<file path="src/rtl/sdram_read_ctrl.sv">
// SDRAM read sequencer: issues ACT/RD/PRE bursts over a programmable address range,
// yields the bus for refresh, and returns captured read data with a valid strobe.
module sdram_read_ctrl #(
  parameter int unsigned ROW_W     = 12,
  parameter int unsigned COL_W     = 9,
  parameter int unsigned BANK_W    = 2,
  parameter int unsigned DATA_W    = 16,
  parameter int unsigned BURST_LEN = 4,
  parameter int unsigned CAS_LAT   = 3,
  parameter int unsigned T_RCD     = 3,
  parameter int unsigned T_RP      = 3
) (
  input  logic                          sclk,
  input  logic                          reset,
  input  logic                          rd_trig,
  input  logic [BANK_W+ROW_W+COL_W-1:0] rd_start_addr,
  input  logic [15:0]                   rd_len,
  output logic                          rd_busy,
  output logic                          rd_done,
  output logic                          rd_req,
  input  logic                          rd_en,
  input  logic                          ref_req,
  output logic                          flag_rd_end,
  output logic [3:0]                    rd_cmd,
  output logic [ROW_W-1:0]              rd_addr,
  output logic [BANK_W-1:0]             bank_addr,
  input  logic [DATA_W-1:0]             rd_data,
  output logic [DATA_W-1:0]             rd_dout,
  output logic                          rd_dout_vld
);

  localparam int unsigned ADDR_W    = BANK_W + ROW_W + COL_W;
  localparam int unsigned BL_LOG    = $clog2(BURST_LEN);
  localparam int unsigned CNT_MAX_A = (T_RCD > T_RP) ? T_RCD : T_RP;
  localparam int unsigned CNT_MAX   = (CNT_MAX_A > BURST_LEN) ? CNT_MAX_A : BURST_LEN;
  localparam int unsigned CNT_W     = $clog2(CNT_MAX) + 1;
  localparam int unsigned BEATS_W   = 16 + BL_LOG;
  localparam int unsigned HIST_W    = CAS_LAT + BURST_LEN - 1;

  localparam logic [3:0] CMD_NOP = 4'b0111;
  localparam logic [3:0] CMD_ACT = 4'b0011;
  localparam logic [3:0] CMD_RD  = 4'b0101;
  localparam logic [3:0] CMD_PRE = 4'b0010;

  typedef enum logic [2:0] {S_IDLE, S_REQ, S_ACT, S_RD, S_PRE} state_t;
  typedef enum logic [1:0] {PK_FINAL, PK_REFRESH, PK_ROW} pre_kind_t;

  state_t                 state_q, state_d;
  pre_kind_t              kind_q, kind_d;
  logic [CNT_W-1:0]       cnt_q, cnt_d;
  logic [ADDR_W-1:0]      addr_q, addr_d;
  logic [15:0]            remaining_q, remaining_d;
  logic                   flag_d, flag_q;
  logic [3:0]             cmd_d, cmd_q;
  logic [ROW_W-1:0]       a_d, a_q;
  logic [BANK_W-1:0]      ba_d, ba_q;
  logic                   req_d, req_q;
  logic [BEATS_W-1:0]     beats_d, beats_q;
  logic                   busy_d, busy_q;
  logic                   done_d, done_q;
  logic [HIST_W-1:0]      sr_d, sr_q;
  logic [DATA_W-1:0]      dout_d, dout_q;
  logic                   vld_q;
  logic                   start_c;
  logic                   cap_c;

  assign start_c = (state_q == S_IDLE) && rd_trig && !busy_q && (rd_len != 16'd0);

  // FSM state register
  always_ff @(posedge sclk) begin
    if (reset) state_q <= S_IDLE;
    else       state_q <= state_d;
  end

  // Next state, cycle counter and burst address bookkeeping
  always_comb begin
    state_d     = state_q;
    cnt_d       = cnt_q;
    addr_d      = addr_q;
    remaining_d = remaining_q;
    kind_d      = kind_q;
    flag_d      = 1'b0;
    case (state_q)
      S_IDLE: begin
        if (start_c) begin
          addr_d              = rd_start_addr;
          addr_d[BL_LOG-1:0]  = '0;
          remaining_d         = rd_len;
          state_d             = S_REQ;
        end
      end
      S_REQ: begin
        if (rd_en) begin
          state_d = S_ACT;
          cnt_d   = '0;
        end
      end
      S_ACT: begin
        if (cnt_q == CNT_W'(T_RCD - 1)) begin
          state_d = S_RD;
          cnt_d   = '0;
        end else begin
          cnt_d = cnt_q + CNT_W'(1);
        end
      end
      S_RD: begin
        if (cnt_q == CNT_W'(BURST_LEN - 1)) begin
          // Address carry ripples col -> row -> bank -> zero naturally
          addr_d      = addr_q + ADDR_W'(BURST_LEN);
          remaining_d = remaining_q - 16'd1;
          cnt_d       = '0;
          if (remaining_q == 16'd1) begin
            state_d = S_PRE;
            kind_d  = PK_FINAL;
          end else if (ref_req) begin
            state_d = S_PRE;
            kind_d  = PK_REFRESH;
          end else if (addr_d[COL_W-1:0] == '0) begin
            state_d = S_PRE;
            kind_d  = PK_ROW;
          end
        end else begin
          cnt_d = cnt_q + CNT_W'(1);
        end
      end
      S_PRE: begin
        if (cnt_q == CNT_W'(T_RP - 1)) begin
          cnt_d  = '0;
          flag_d = (kind_q != PK_ROW);
          case (kind_q)
            PK_FINAL:   state_d = S_IDLE;
            PK_REFRESH: state_d = S_REQ;
            default:    state_d = S_ACT;
          endcase
        end else begin
          cnt_d = cnt_q + CNT_W'(1);
        end
      end
      default: state_d = S_IDLE;
    endcase
  end

  // Command/address decode from the upcoming state so registered pins line up with it
  always_comb begin
    cmd_d = CMD_NOP;
    a_d   = '0;
    ba_d  = '0;
    req_d = (state_d == S_REQ);
    if (cnt_d == '0) begin
      case (state_d)
        S_ACT: begin
          cmd_d = CMD_ACT;
          a_d   = addr_d[COL_W +: ROW_W];
          ba_d  = addr_d[COL_W+ROW_W +: BANK_W];
        end
        S_RD: begin
          cmd_d = CMD_RD;
          a_d   = ROW_W'(addr_d[COL_W-1:0]);
          ba_d  = addr_d[COL_W+ROW_W +: BANK_W];
        end
        S_PRE: begin
          cmd_d     = CMD_PRE;
          a_d[10]   = 1'b1;
          ba_d      = addr_d[COL_W+ROW_W +: BANK_W];
        end
        default: ;
      endcase
    end
  end

  // Read-data capture window tracks RD commands through the CAS latency
  always_comb begin
    sr_d    = {sr_q[HIST_W-2:0], (cmd_q == CMD_RD)};
    cap_c   = |sr_q[CAS_LAT+BURST_LEN-2 : CAS_LAT-1];
    dout_d  = cap_c ? rd_data : dout_q;
    done_d  = busy_q && vld_q && (beats_q == '0);
    beats_d = beats_q;
    busy_d  = busy_q;
    if (start_c) begin
      beats_d = BEATS_W'(rd_len) << BL_LOG;
      busy_d  = 1'b1;
    end else begin
      if (cap_c)  beats_d = beats_q - BEATS_W'(1);
      if (done_d) busy_d  = 1'b0;
    end
  end

  always_ff @(posedge sclk) begin
    if (reset) begin
      cnt_q       <= '0;
      addr_q      <= '0;
      remaining_q <= '0;
      kind_q      <= PK_FINAL;
      flag_q      <= 1'b0;
      cmd_q       <= CMD_NOP;
      a_q         <= '0;
      ba_q        <= '0;
      req_q       <= 1'b0;
      beats_q     <= '0;
      busy_q      <= 1'b0;
      done_q      <= 1'b0;
      sr_q        <= '0;
      dout_q      <= '0;
      vld_q       <= 1'b0;
    end else begin
      cnt_q       <= cnt_d;
      addr_q      <= addr_d;
      remaining_q <= remaining_d;
      kind_q      <= kind_d;
      flag_q      <= flag_d;
      cmd_q       <= cmd_d;
      a_q         <= a_d;
      ba_q        <= ba_d;
      req_q       <= req_d;
      beats_q     <= beats_d;
      busy_q      <= busy_d;
      done_q      <= done_d;
      sr_q        <= sr_d;
      dout_q      <= dout_d;
      vld_q       <= cap_c;
    end
  end

  assign rd_busy     = busy_q;
  assign rd_done     = done_q;
  assign rd_req      = req_q;
  assign flag_rd_end = flag_q;
  assign rd_cmd      = cmd_q;
  assign rd_addr     = a_q;
  assign bank_addr   = ba_q;
  assign rd_dout     = dout_q;
  assign rd_dout_vld = vld_q;

endmodule

</file>
<file path="config.mk">
export PLATFORM = sky130hd
export DESIGN_NAME = sdram_read_ctrl
export DESIGN_NICKNAME = d
export VERILOG_FILES = /design/src/rtl/sdram_read_ctrl.sv
export SDC_FILE = /design/constraint.sdc
export NUM_CORES = 1
export LEC_CHECK = 0
export CAP_MARGIN = 20
export CORE_MARGIN = 2
export CORE_UTILIZATION = 48
export CTS_BUF_LIST = sky130_fd_sc_hd__clkbuf_16
export DETAILED_ROUTE_END_ITERATION = 6
export PLACE_DENSITY = 0.76
export SLEW_MARGIN = 10
export SYNTH_ARGS = -nofsm -noshare
export SYNTH_HDL_FRONTEND = slang
export SYNTH_SLANG_ARGS = --single-unit
</file>
<file path="constraint.sdc">
create_clock -name sclk -period 2.2 [get_ports sclk]
set_input_delay 0.44 -clock sclk [delete_from_list [all_inputs] [get_ports sclk]]
set_output_delay 0.44 -clock sclk [all_outputs]
set_load 0.01 [all_outputs]
</file>
==> impl_metrics.env, run 1 <==
export IMPL_cp_cell_sequence="or3b_4 -> o211ai_1 -> nand2_1 -> a2111oi_4 -> buf_4 -> nand4_4 -> a211oi_4"
export IMPL_start_util=0.494
export IMPL_final_instance_count_excl_fill=1007
export IMPL_cellPowerDensity_nw_per_um2=653
export IMPL_final_design_area_no_fill_um2=8190
export IMPL_timing_setup_tns_ps=-141
export IMPL_ant_diodes=0
export IMPL_fin_nets=931
export IMPL_period_needed_ps=2240
export IMPL_path_max_fanout=7
export IMPL_timing_critical_path_arrival_ps=2510
export IMPL_post_drt_via_cell_ratio=6.00
export IMPL_finalWirelength_mm=18.4
export IMPL_slew_violations=0
export IMPL_drc_marker_count_from_the_first_detailed_route_iteration=548
export IMPL_fin_worst_skew_ps=13.4
export IMPL_cts_htree_levels=3
export IMPL_placed_cell_area_um2=7190
export IMPL_die_height_um=110
export IMPL_tritoncts_clock_tree="done"
export IMPL_globalplace_congestion=0.936
export IMPL_synth_seq_area_share=0.406
export IMPL_total_number_of_clock_tree_sinks=109
export IMPL_netlist_cell_type_count=72
export IMPL_max_stage_delay_ps=410
export IMPL_fraction_of_met1_tracks_used_by_global_routing=0.344
export IMPL_worst_endpoint_required_ps=2460
export IMPL_final_period_utilization=1.02
export IMPL_vias=6040
export IMPL_grt_first_pass_wirelength_mm=26.7
export IMPL_grt_start_max_net_pins=54
export IMPL_synth_net_count=728
export IMPL_synth_seq_cells=109
export IMPL_clock_insertion_delay_worst_skew_ps=360
export IMPL_global_route_track_usage_on_met3=0.0634
export IMPL_cts_root_to_sink_buffers=2
export IMPL_worst_hold_startpoint="reset"
export IMPL_gr_max_usage_layer="met2"
export IMPL_port_buffers=95
export IMPL_flow_area_growth_from_synthesis_pct=52.4
export IMPL_r2r_setup_slack_ps=-40
export IMPL_postSynthCellCount=659
export IMPL_report_final_setup_viol=9
export IMPL_drt_drc_violations_left=0
export IMPL_io_pins=99
export IMPL_die_width_um=110
export IMPL_regToRegEndpoint="rd_addr[8]"
export IMPL_placed_cells_incl_taps=965
export IMPL_maxSlewHeadroom=0.590
export IMPL_grtUsageMet2=0.490
export IMPL_floorplan_die_area_um2=12100
export IMPL_routed_length_per_instance_um=18.2
export IMPL_synthesis_area_per_instance_um2=8.16
export IMPL_violations="setup timing"
export IMPL_worstSetupStartpointType="register"
export IMPL_grt_util_all_layers=0.285
export IMPL_num_fill_cells=714
export IMPL_endpoint_kind="register"
export IMPL_synth_yosys_warnings=0
export IMPL_design_core_area_um2=10900
export IMPL_path_clk_slew_ps=80
export IMPL_initial_antenna_violation_count=0
export IMPL_hold_path_depth=2
export IMPL_dpl_hpwl_mm=11.7
export IMPL_r2r_worst_path_cells=7
export IMPL_vdd_drop_max_v=0.000533
export IMPL_leakagePower_nw=3.23
export IMPL_grt_pass1_vias=5570
export IMPL_maxCapViolCount=0
export IMPL_timing_final_ws_setup_ps=-44.0
export IMPL_hold_class="primary input to register"
export IMPL_mappedNetlistArea_um2=5380
export IMPL_timing_critical_path_slowest_stage_cell="sky130_fd_sc_hd__or3b_4"
export IMPL_critical_path_reg2reg_startpoint="state_q[1]"
export IMPL_worst_hold_slack_ps=374
export IMPL_hold_end="state_q[1]"
export IMPL_row_count=38
export IMPL_final_hold_violation_count=0
export IMPL_number_of_nets_with_antenna_violations_after_detailed_routing=0
export IMPL_postSynth_topFlopCell="sky130_fd_sc_hd__dfxtp_1"
export IMPL_globalRoute_totalOverflow=0
export IMPL_library_cell_used_as_clock_root_buffer="sky130_fd_sc_hd__clkbuf_16"
export IMPL_cts_made_buffers=9
export IMPL_fmaxAchievable_mhz=446
export IMPL_final_layout_size_suffix_gt1_frac=0.263
export IMPL_path_class="register to register"
export IMPL_unrepaired_setup_endpoints_after_global_routing="true"
export IMPL_holdBufCountCts=0
export IMPL_status="complete, but fails checks"
export IMPL_worst_pin_slew_ps=615
export IMPL_synth_async_sr_flop_share=0
export IMPL_synth_edf_count=0
export IMPL_drtPass1Iterations=5
-- worst max-delay path, delay by kind of cell (launching register included) --
| family | cells | cell delay, ps |
|---|---|---|
| compound gates | 3 | 770 |
| buf+inv | 1 | 210 |
| flops | 1 | 380 |
| simple gates | 3 | 770 |
-- Yosys cell counts, drive strengths merged (4+ instances only) --
cell type    n  share of area
dfxtp      109           0.41
nand2       86          0.060
nor2        81          0.057
a21oi       50          0.047
clkbuf      32          0.022
o21ai       32          0.032
a211oi      24          0.034
nor3        22          0.020
nor4        20          0.028
inv         17          0.012
nor2b       15          0.017
xnor2       13          0.021
nand4       12          0.018
a31oi        9          0.010
ha           9          0.021
nand3        9         0.0084
and3         8         0.0093
buf          7         0.0086
xor2         7          0.011
a22oi        6         0.0084
nor3b        6         0.0084
nand2b       5         0.0058
or4          5         0.0077
a2111oi      4          0.010
a221o        4         0.0074
a221oi       4         0.0065
and2         4         0.0047
o2bb2ai      4         0.0065
-- metal layers --
layer  vias up  wire length, um
met3        66             1490
met4         0              640
li1       2798                -
met1      2878             6960
met5         -                0
met2       298             9280
-- layout make-up --
class                      instances  area (um2)  area share
multi-input combinational        495        3380       0.412
tap                              140         175      0.0214
inverter                          17        63.8     0.00779
sequential                       109        2200       0.269
clock buffer                       9         225      0.0275
clock inverter                     7        70.1     0.00855
timing repair buffer             230        2080       0.254
-- cells by family (layout without fill, tap and decap cells) --
| group | after synthesis | after routing | share of synthesized area |
|---|---|---|---|
| compound gates | 171 | 171 | 0.219 |
| xor+xnor | 20 | 20 | 0.0326 |
| fa+ha+maj | 9 | 9 | 0.0210 |
| buf+inv | 56 | 263 | 0.0428 |
| flops | 109 | 109 | 0.406 |
| mux | 3 | 3 | 0.00628 |
| other cells | 1 | 1 | 0.000698 |
| simple gates | 290 | 291 | 0.272 |
-- worst max path at each step --
stage                     slack (ps)    endpoint       start  cells after the start
after floorplan                    4   rd_cmd[1]    cnt_q[0]                      9
after global placement          -550  rd_addr[8]  rd_len[13]                      8
after detailed placement        -610  rd_addr[8]   rd_len[5]                      8
after CTS                         -3  rd_addr[5]   rd_len[0]                      9
after global routing            -130  rd_addr[4]  state_q[0]                      9
final                            -40  rd_addr[8]  state_q[1]                      7
-- cell usage in the layout (no fill, tap or decap), types with 4 or more instances in the layout --
cell type	instances
sky130_fd_sc_hd__xor2_1	6
sky130_fd_sc_hd__buf_6	9
sky130_fd_sc_hd__dfxtp_2	6
sky130_fd_sc_hd__a31oi_1	9
sky130_fd_sc_hd__nor2_1	80
sky130_fd_sc_hd__ha_1	4
sky130_fd_sc_hd__buf_4	122
sky130_fd_sc_hd__clkbuf_16	10
sky130_fd_sc_hd__o21ai_0	27
sky130_fd_sc_hd__xnor2_1	13
sky130_fd_sc_hd__dfxtp_1	100
sky130_fd_sc_hd__clkdlybuf4s50_1	77
sky130_fd_sc_hd__or4_1	4
sky130_fd_sc_hd__nor3b_1	4
sky130_fd_sc_hd__a21oi_2	4
sky130_fd_sc_hd__and2_1	4
sky130_fd_sc_hd__o2bb2ai_1	4
sky130_fd_sc_hd__inv_1	15
sky130_fd_sc_hd__and3_1	7
sky130_fd_sc_hd__ha_4	4
sky130_fd_sc_hd__nand4_1	10
sky130_fd_sc_hd__a21oi_1	46
sky130_fd_sc_hd__nor4_4	5
sky130_fd_sc_hd__nor4_2	6
sky130_fd_sc_hd__a22oi_1	6
sky130_fd_sc_hd__nor3_2	4
sky130_fd_sc_hd__nor4_1	9
sky130_fd_sc_hd__nand2_1	86
sky130_fd_sc_hd__nand3_1	8
sky130_fd_sc_hd__a221o_1	4
sky130_fd_sc_hd__dlymetal6s2s_1	16
sky130_fd_sc_hd__nor2b_1	14
sky130_fd_sc_hd__a211oi_2	4
sky130_fd_sc_hd__nor3_1	18
sky130_fd_sc_hd__a211oi_1	18
-- flip-flops by register name, indices dropped and copies added, names as in the netlist, 3 cells and up --
signal and count:
rd_dout 16, rd_cmd 3, beats_q 18, state_q 3, rd_addr 12, cnt_q 3
addr_q 23, remaining_q 16, sr_q 6
-- power by group --
group          total [mW]  internal (mW)  leakage (nW)  switching, mW
clock                1.62          0.797         0.140          0.824
sequential           2.25           2.11         0.893          0.138
combinational        1.48          0.745          2.20          0.735
-- what timing repair did --
item / 4_1_cts / 5_1_grt
buffers inserted: 8 / 17
setup endpoints to repair: 28 / 72
pin swaps: 13 / 35
gates resized for setup: 40 / 70
gates cloned: 1 / 1
-- through the flow --
step	util	setup WS, ps	power, mW
after floorplan	-	4.34	2.89
after global placement	0.660	-551	3.44
after detailed placement	0.660	-607	3.48
after CTS	0.710	-3.41	5.16
after global routing	0.753	-126	5.53
final	0.753	-44.0	5.35
(Power assumes the default switching activity.)
==> run 2, diff against run 1 <==
--- a/config.mk
+++ b/config.mk
@@ -10,6 +10,7 @@
 export CORE_UTILIZATION = 48
 export CTS_BUF_LIST = sky130_fd_sc_hd__clkbuf_16
 export DETAILED_ROUTE_END_ITERATION = 6
+export GPL_ROUTABILITY_DRIVEN = 0
 export PLACE_DENSITY = 0.76
 export SLEW_MARGIN = 10
 export SYNTH_ARGS = -nofsm -noshare
==> run 2 against run 1 <==
  * The flow still finishes with violations (setup timing)
  * Critical path depth increased by 3
  * Clock skew shrank 4.3 ps
  * Worst setup slack is essentially flat
  * Global-route usage increased by 0.22 points
  * Worst hold slack gained 3.3 ps
  * Combinational power hardly changed
  * First-iteration DRC count decreased by 22%
  * Final area fell by 0.34%
  * Non-clock buffer count shrank 2
  * Critical path type unchanged
==> impl_metrics.env, run 2 (synthesized netlist as in run 1, its figures left out) <==
export IMPL_status="complete, but fails checks"
export IMPL_violations="setup timing"
export IMPL_slew_violations=0
export IMPL_drc_marker_count_from_the_first_detailed_route_iteration=426
export IMPL_path_clk_slew_ps=70
export IMPL_die_height_um=110
export IMPL_leakagePower_nw=3.12
export IMPL_globalRoute_totalOverflow=0
export IMPL_cts_made_buffers=9
export IMPL_fin_total_pwr_mw=5.25
export IMPL_row_count=38
export IMPL_library_cell_used_as_clock_root_buffer="sky130_fd_sc_hd__clkbuf_16"
export IMPL_start_util=0.494
export IMPL_initial_antenna_violation_count=0
export IMPL_final_hold_violation_count=0
export IMPL_vias=5926
export IMPL_final_period_utilization=1.02
export IMPL_post_drt_via_cell_ratio=5.90
export IMPL_fin_worst_skew_ps=9.05
export IMPL_routed_length_per_instance_um=17.9
export IMPL_report_final_setup_viol=8
export IMPL_placed_cells_incl_taps=965
export IMPL_flow_area_growth_from_synthesis_pct=51.9
export IMPL_drtPass1Iterations=5
export IMPL_drt_drc_violations_left=0
export IMPL_endpoint_kind="register"
export IMPL_timing_setup_tns_ps=-237
export IMPL_largest_reg_flops=23
export IMPL_timing_final_ws_setup_ps=-44.4
export IMPL_cellPowerDensity_nw_per_um2=643
export IMPL_ant_diodes=0
export IMPL_grt_first_pass_wirelength_mm=26.8
export IMPL_timing_critical_path_arrival_ps=2470
export IMPL_io_pins=99
export IMPL_dpl_hpwl_mm=12.0
export IMPL_path_max_fanout=8
export IMPL_path_class="register to register"
export IMPL_final_instance_count_excl_fill=1004
export IMPL_largest_registers="addr_q: 23 flops, beats_q: 18 flops"
export IMPL_design_core_area_um2=10900
export IMPL_worstSetupStartpointType="register"
export IMPL_final_common_cell="sky130_fd_sc_hd__buf_4"
export IMPL_fmaxAchievable_mhz=446
export IMPL_die_width_um=110
export IMPL_worst_pin_slew_ps=661
export IMPL_grt_pass1_vias=5595
export IMPL_worst_hold_slack_ps=377
export IMPL_unrepaired_setup_endpoints_after_global_routing="true"
export IMPL_finish_utilization=0.750
export IMPL_number_of_nets_with_antenna_violations_after_detailed_routing=0
export IMPL_vdd_drop_max_v=0.000668
export IMPL_maxSlewHeadroom=0.559
export IMPL_maxCapViolCount=0
export IMPL_clock_insertion_delay_worst_skew_ps=360
export IMPL_largest_register="addr_q"
export IMPL_tritoncts_clock_tree="done"
export IMPL_period_needed_ps=2240
export IMPL_hold_class="primary input to register"
export IMPL_total_number_of_clock_tree_sinks=109
export IMPL_fin_nets=929
export IMPL_cts_root_to_sink_buffers=2
export IMPL_most_common_layout_cells="118 x sky130_fd_sc_hd__buf_4, 101 x sky130_fd_sc_hd__dfxtp_1, 85 x sky130_fd_sc_hd__nand2_1, 84 x sky130_fd_sc_hd__clkdlybuf4s50_1, 77 x sky130_fd_sc_hd__nor2_1"
export IMPL_final_layout_size_suffix_gt1_frac=0.270
export IMPL_grt_util_all_layers=0.287
export IMPL_worst_endpoint_required_ps=2420
export IMPL_grt_start_max_net_pins=54
export IMPL_port_buffers=95
export IMPL_finalWirelength_mm=18.0
export IMPL_cts_htree_levels=3
export IMPL_floorplan_die_area_um2=12100
==> run 2: per-stage QoR <==
step	setup slack, ps	cell area, um2
after floorplan	4.34	5380
after global placement	-528	7190
after detailed placement	-545	7190
after CTS	2.36	7770
after global routing	-137	8170
final	-44.4	8170
==> run 2: final cells by class <==
| class | count | area (um2) |
|---|---|---|
| Fill cell | 773 | 2720 |
| Multi-Input combinational cell | 495 | 3430 |
| Clock inverter | 6 | 45.0 |
| Sequential cell | 109 | 2200 |
| Timing Repair Buffer | 228 | 2020 |
| Clock buffer | 9 | 225 |
| Inverter | 17 | 63.8 |
| Tap cell | 140 | 175 |
==> run 2: path summary, 6_finish.rpt <==
check | slack [ps] | depth (start not counted) | start | to
setup / recovery | -40 | 10 | cnt_q[0] | addr_q[22]
hold / removal | 380 | 2 | reset | state_q[1]
setup reg to reg | -40 | 10 | cnt_q[0] | addr_q[22]
hold reg to reg | 440 | 1 | rd_cmd[1] | sr_q[0]
==> run 2: what timing repair did <==
action / in CTS / in global routing
setup buffers: 12 / 11
endpoints found under the setup margin: 32 / 57
resized for setup: 52 / 69
hold buffers: 0 / 0
pin swaps: 19 / 24
cloned: 1 / 0
==> run 2: per-layer routing <==
metal | vias to the layer above | track usage | part of all wire
li1 | 2793 | - | -
met1 | 2820 | 0.356 | 0.39
met2 | 257 | 0.486 | 0.50
met3 | 56 | 0.0551 | 0.073
met4 | 0 | 0.115 | 0.033
met5 | - | 0 | 0
==> run 2: critical path: stages, from the launching register on <==
cell                       delay, ps
sky130_fd_sc_hd__dfxtp_4         370
sky130_fd_sc_hd__ha_4            150
sky130_fd_sc_hd__ha_4            140
sky130_fd_sc_hd__buf_6           140
sky130_fd_sc_hd__nand3_4         100
sky130_fd_sc_hd__nor4_4          280
sky130_fd_sc_hd__buf_4           180
sky130_fd_sc_hd__nand4_1         160
sky130_fd_sc_hd__a21o_1          230
sky130_fd_sc_hd__a221oi_2        270
sky130_fd_sc_hd__nor2_1           80
==> run 2: report_power, final <==
part	total (mW)	internal [mW]	leakage, nW	switching (mW)
registers	2.24	2.11	0.893	0.139
logic	1.46	0.734	2.10	0.723
clock network	1.55	0.771	0.126	0.776
total	5.25	3.61	3.12	1.64
